===== config.mk =====
export PLATFORM = sky130hd
export DESIGN_NAME = timer_cmd_tx_flat
export DESIGN_NICKNAME = d
export VERILOG_FILES = /design/src/rtl/timer_cmd_tx_if.sv /design/src/rtl/timer_cmd_tx.sv /design/src/flat_wrapper.sv
export SDC_FILE = /design/constraint.sdc
export NUM_CORES = 1
export LEC_CHECK = 0
export CELL_PAD_IN_SITES_DETAIL_PLACEMENT = 1
export CELL_PAD_IN_SITES_GLOBAL_PLACEMENT = 1
export CORE_MARGIN = 8
export CORE_UTILIZATION = 34
export CTS_CLUSTER_DIAMETER = 200
export DETAILED_ROUTE_END_ITERATION = 10
export PLACE_DENSITY_LB_ADDON = 0.05
export SYNTH_ARGS = -nofsm -noshare
export SYNTH_HDL_FRONTEND = slang
export SYNTH_SLANG_ARGS = --single-unit
export TNS_END_PERCENT = 50

===== constraint.sdc =====
create_clock -name clk -period 1.5 [get_ports clk]
set_clock_uncertainty 0.05 [all_clocks]
set_input_delay 0.15 -clock clk [delete_from_list [all_inputs] [get_ports clk]]
set_output_delay 0.15 -clock clk [all_outputs]
set_load 0.01 [all_outputs]

===== src/rtl/timer_cmd_tx_if.sv =====
// timer_cmd_tx_if: command handshake and receiver link of timer_cmd_tx
interface timer_cmd_tx_if;
  logic       cmd_valid;
  logic [3:0] cmd_delay;
  logic       cmd_ready;
  logic       data;
  logic       done;
  logic       ack;
  logic       busy;
  logic       timeout_err;
  modport master (output cmd_valid, cmd_delay, done, input cmd_ready, data, ack, busy, timeout_err);
  modport slave (input cmd_valid, cmd_delay, done, output cmd_ready, data, ack, busy, timeout_err);
endinterface


===== src/rtl/timer_cmd_tx.sv =====
// timer_cmd_tx: serial timer-command transmitter (1101 + delay, done/ack, guard gap); watchdog under CMD_TX_TIMEOUT_EN
module timer_cmd_tx #(
  parameter int IDLE_GAP       = 2,
  parameter int TIMEOUT_CYCLES = 16000
) (
  input logic           clk,
  input logic           reset,
  timer_cmd_tx_if.slave bus
);
  typedef enum logic [3:0] {IDLE, H0, H1, H2, H3, D3, D2, D1, D0, WAIT_DONE, ACK, GAP} state_t;
  state_t     state, state_nx;
  logic [3:0] sr, gap_cnt;
  logic       to_hit;
  always_ff @(posedge clk or negedge reset) begin
    if (!reset) begin
      state   <= IDLE;
      sr      <= '0;
      gap_cnt <= '0;
    end else begin
      state <= state_nx;
      if (state == IDLE && bus.cmd_valid) sr <= bus.cmd_delay;
      else if (state inside {D3, D2, D1, D0}) sr <= {sr[2:0], 1'b0};
      gap_cnt <= (state_nx == GAP && state != GAP) ? 4'(IDLE_GAP - 1) :
                 (gap_cnt != 4'd0) ? gap_cnt - 4'd1 : gap_cnt;
    end
  end
`ifdef CMD_TX_TIMEOUT_EN
  localparam int TW = $clog2(TIMEOUT_CYCLES + 1);
  logic [TW-1:0] tcnt;
  logic          terr;
  assign to_hit = tcnt == TW'(TIMEOUT_CYCLES - 1);
  always_ff @(posedge clk or negedge reset) begin
    if (!reset) begin
      tcnt <= '0;
      terr <= 1'b0;
    end else begin
      tcnt <= (state == WAIT_DONE) ? tcnt + 1'b1 : '0;
      terr <= state == WAIT_DONE && !bus.done && to_hit;
    end
  end
  assign bus.timeout_err = terr;
`else
  logic unused_tc;
  assign unused_tc       = TIMEOUT_CYCLES > 0;
  assign to_hit          = 1'b0;
  assign bus.timeout_err = 1'b0;
`endif
  always_comb begin
    state_nx = state;
    unique case (state)
      IDLE:      if (bus.cmd_valid) state_nx = H0;
      H0:        state_nx = H1;
      H1:        state_nx = H2;
      H2:        state_nx = H3;
      H3:        state_nx = D3;
      D3:        state_nx = D2;
      D2:        state_nx = D1;
      D1:        state_nx = D0;
      D0:        state_nx = WAIT_DONE;
      WAIT_DONE: state_nx = bus.done ? ACK : to_hit ? GAP : WAIT_DONE;
      ACK:       state_nx = GAP;
      GAP:       if (gap_cnt == 4'd0) state_nx = IDLE;
      default:   state_nx = IDLE;
    endcase
    bus.cmd_ready = state == IDLE;
    bus.busy      = state != IDLE;
    bus.ack       = state == ACK;
    bus.data      = state inside {H0, H1, H3} || (state inside {D3, D2, D1, D0} && sr[3]);
  end
endmodule


===== src/flat_wrapper.sv =====
// flat-port wrapper written by rule: the top's interface ports become plain ports
module timer_cmd_tx_flat 
#(
  parameter int IDLE_GAP       = 2,
  parameter int TIMEOUT_CYCLES = 16000
)
  (clk, reset, bus_cmd_valid, bus_cmd_delay, bus_done, bus_cmd_ready, bus_data, bus_ack, bus_busy, bus_timeout_err);
  timer_cmd_tx_if bus_i ();
  input logic clk;
  input logic reset;
  input wire logic [$bits(bus_i.cmd_valid)-1:0] bus_cmd_valid;
  input wire logic [$bits(bus_i.cmd_delay)-1:0] bus_cmd_delay;
  input wire logic [$bits(bus_i.done)-1:0] bus_done;
  output wire logic [$bits(bus_i.cmd_ready)-1:0] bus_cmd_ready;
  output wire logic [$bits(bus_i.data)-1:0] bus_data;
  output wire logic [$bits(bus_i.ack)-1:0] bus_ack;
  output wire logic [$bits(bus_i.busy)-1:0] bus_busy;
  output wire logic [$bits(bus_i.timeout_err)-1:0] bus_timeout_err;
  assign bus_i.cmd_valid = bus_cmd_valid;
  assign bus_i.cmd_delay = bus_cmd_delay;
  assign bus_i.done = bus_done;
  assign bus_cmd_ready = bus_i.cmd_ready;
  assign bus_data = bus_i.data;
  assign bus_ack = bus_i.ack;
  assign bus_busy = bus_i.busy;
  assign bus_timeout_err = bus_i.timeout_err;
  timer_cmd_tx #(.IDLE_GAP(IDLE_GAP), .TIMEOUT_CYCLES(TIMEOUT_CYCLES)) u_core (.clk(clk), .reset(reset), .bus(bus_i));
endmodule

==> metrics <==
DP HPWL between 1500 and 2000 um; vias in the first global route 741; Starting DRT DRC Count 10; biggest area consumer among synthesized cells dfrtp_1; share of layout cells above drive strength 1 39.8%; clock network power share about an eighth; # diodes 0; Setup-failing EPs final 8; max-cap viol count 0; compound-gate portion of the synthesized area 17.5%; Hold Crit Class in2async; initial antenna violation count 0; largest family of logic cells by synthesized area simple AND/OR/NAND/NOR gates; clk slew on worst S/H paths 80 ps; Async SR Flop Fraction 100%; router iterations before antenna repair 4; Clock Sinks 12; CTS tree done; unrepaired setup endpoints after global routing yes; Yosys top cell area share 42.3%; Fmax 589 MHz; Synth Area in Simple Gates 21.7%; most instantiated library cell after synthesis dfrtp_1; utilization after layout 52.9%; Yosys reg bits 12; Initial Utilization 36.2%; largest net degree at the start of global routing 13; Crit Path Category reg2reg; Lkg Pwr 0.476 nW; proportion of synthesized area in mux cells 4.23%; first-pass GRT wire length 3330 um; cell area after synthesis ~700 sq um; cell-internal power 1.33 mW; number of routed nets with antenna violations 0; Startpoint Class flop; top cells by area, synth dfrtp_1 (42%), mux2i_1 (4.2%), nor2_1 (3.7%), o21ai_2 (3.7%), nor4_2 (3.5%); Ports 13; Die ar. 3800 sq um; clk_lat worst skew 270 ps; min Tclk post-route between 1500 and 2000 ps; total track usage 12.0%; Core Rows 16; Slew Viols, Final 0; total CTS buffers 3; clock buffer depth 2; clock root cell clkbuf_4; syn_area_per_cell between 9 and 10 sq um; XOR/XNOR share of the synthesized area around 3.7%; CP Data Required Time 1610 ps; H-Tree Depth 1; status finished, violations left; NetSw 906 uW; number of I/O port buffers 11; Mapped Nets 84; post-synth cell types 31; cts hold-fix bufs 0; Crit. End Element flop; Via-to-Cell Ratio 4.84; Flop pwr share 28.6%; drt wl/cell 14.3 um; total grt overflow 0; final hold vios 0; Combinational Power Share between 50 and 60%; worst setup margin -198 ps; sequential cell area fraction in the yosys report 42.3%; die height between 60 and 70 um; DRC Markers 0; Primary FF master, synth dfrtp_1; fin crit share 113%; Die W slightly above 60 um; setup TNS -891 ps; YS warnings 0; Fillers 255; DR vias 653; Arr. time, crit path 1810 ps; commonest cells in the netlist dfrtp_1 (12), nor2_1 (7), nand2_1 (6); WL final 1940 um; failing checks negative setup slack; Worst VDD drop approximately 1.1 mV; Area Growth Syn to Fin 46.4%; core region area 1960 sq um; sw frac 40.6%; pwr dens 2150 nW/um^2; Adder-Cell Fraction of Synth Area 1.76%; GPL Wtd Cong ~0.8; Post-synth EDFFs 0; Synth Instances 75; Net count, final 118; worst-path maximum fanout 6
worst max-delay path, cell delays in order, from the launching register on:
cell and delay, ps:
dfrtp_2 460, buf_4 150, or4b_4 490, o21ai_4 110
mux2i_1 260, o21ai_2 70
state kept, by name, indices dropped and copies added, names as in the netlist:
signal          flops
u_core.state        4
u_core.gap_cnt      4
u_core.sr           4
stage by stage:
stage                     power (mW)  cell area [sq um]  worst slack, ps  cells  hold slack (ps)
after floorplan                 1.35                719            -43.0     75             -196
after global placement          1.82                962             -178    126              425
after detailed placement        1.87                962             -226    126              424
after CTS                       2.19               1020             -218    134              123
after global routing            2.41               1040             -241    135              144
final                           2.23               1040             -198    135              130
what timing repair did:
| item | in CTS | in global routing |
|---|---|---|
| pin swaps | 5 | 1 |
| setup buffers | 4 | 1 |
| setup endpoints to repair | 9 | 8 |
| resized for setup | 18 | 4 |
| hold endpoints to repair | 0 | 0 |
area by class of cell:
cell class / instances / area [sq um] / share of cell area (%)
multi-input cells: 52 / 368 / 35.4
flip-flops and latches: 12 / 304 / 29.3
repair buffers: 34 / 274 / 26.4
clock buffers: 4 / 36.3 / 3.49
well taps: 27 / 33.8 / 3.25
inverters: 6 / 22.5 / 2.17
metal layers:
layer	share of wire (%)	global-route usage [%]	vias up
met5	0	0	-
met1	44	12.6	318
met4	0.47	4.87	0
met3	3.5	3.13	2
met2	52	21.9	9
li1	-	-	324
power by group through the flow:
stage | Sequential, mW | Combinational, mW | Clock (mW)
4_1_cts | 0.633 | 1.28 | 0.274
5_1_grt | 0.652 | 1.47 | 0.296
6_report | 0.637 | 1.33 | 0.261
3_5_place_dp | 0.643 | 1.23 | 0
2_1_floorplan | 0.580 | 0.766 | 0
3_3_place_gp | 0.631 | 1.19 | 0
logic make-up after synthesis:
group / after synthesis
fa+ha+maj: 1
flops: 12
compound gates: 17
xor+xnor: 3
other cells: 1
mux: 3
simple gates: 27
buf+inv: 11
cell usage in the layout, fill, tap and decap left out, drive strengths merged:
cell | synthesis | layout
a21oi | 3 | 3
or4b | 1 | 1
xor2 | 2 | 2
inv | 6 | 6
a211oi | 1 | 1
conb | 1 | 1
nor2 | 7 | 7
o21ai | 9 | 9
dfrtp | 12 | 12
and2 | 1 | 1
mux2i | 3 | 3
o211ai | 1 | 1
nor3 | 2 | 2
ha | 1 | 1
nand2 | 6 | 6
a22o | 1 | 1
nand3b | 1 | 1
xnor2 | 1 | 1
or3 | 1 | 1
or4 | 1 | 1
a221oi | 2 | 2
nand2b | 3 | 3
clkdlybuf4s50 | 0 | 7
clkbuf | 0 | 4
nor4 | 2 | 2
buf | 5 | 27
nand3 | 2 | 2
worst paths after layout:
check | slack (ps) | to | cells past startpoint | from
setup / recovery | -200 | u_core.sr[1] | 5 | u_core.state[2]
hold / removal | 130 | u_core.gap_cnt[0] | 2 | reset
setup reg to reg | -200 | u_core.sr[1] | 5 | u_core.state[2]
hold reg to reg | 480 | u_core.sr[0] | 1 | u_core.sr[0]
max in group asynchronous | 1100 | u_core.state[2] | 2 | reset
min in group clk | 370 | u_core.sr[3] | 3 | bus_cmd_delay[3]
No activity file was read; power rests on OpenSTA's default activity.
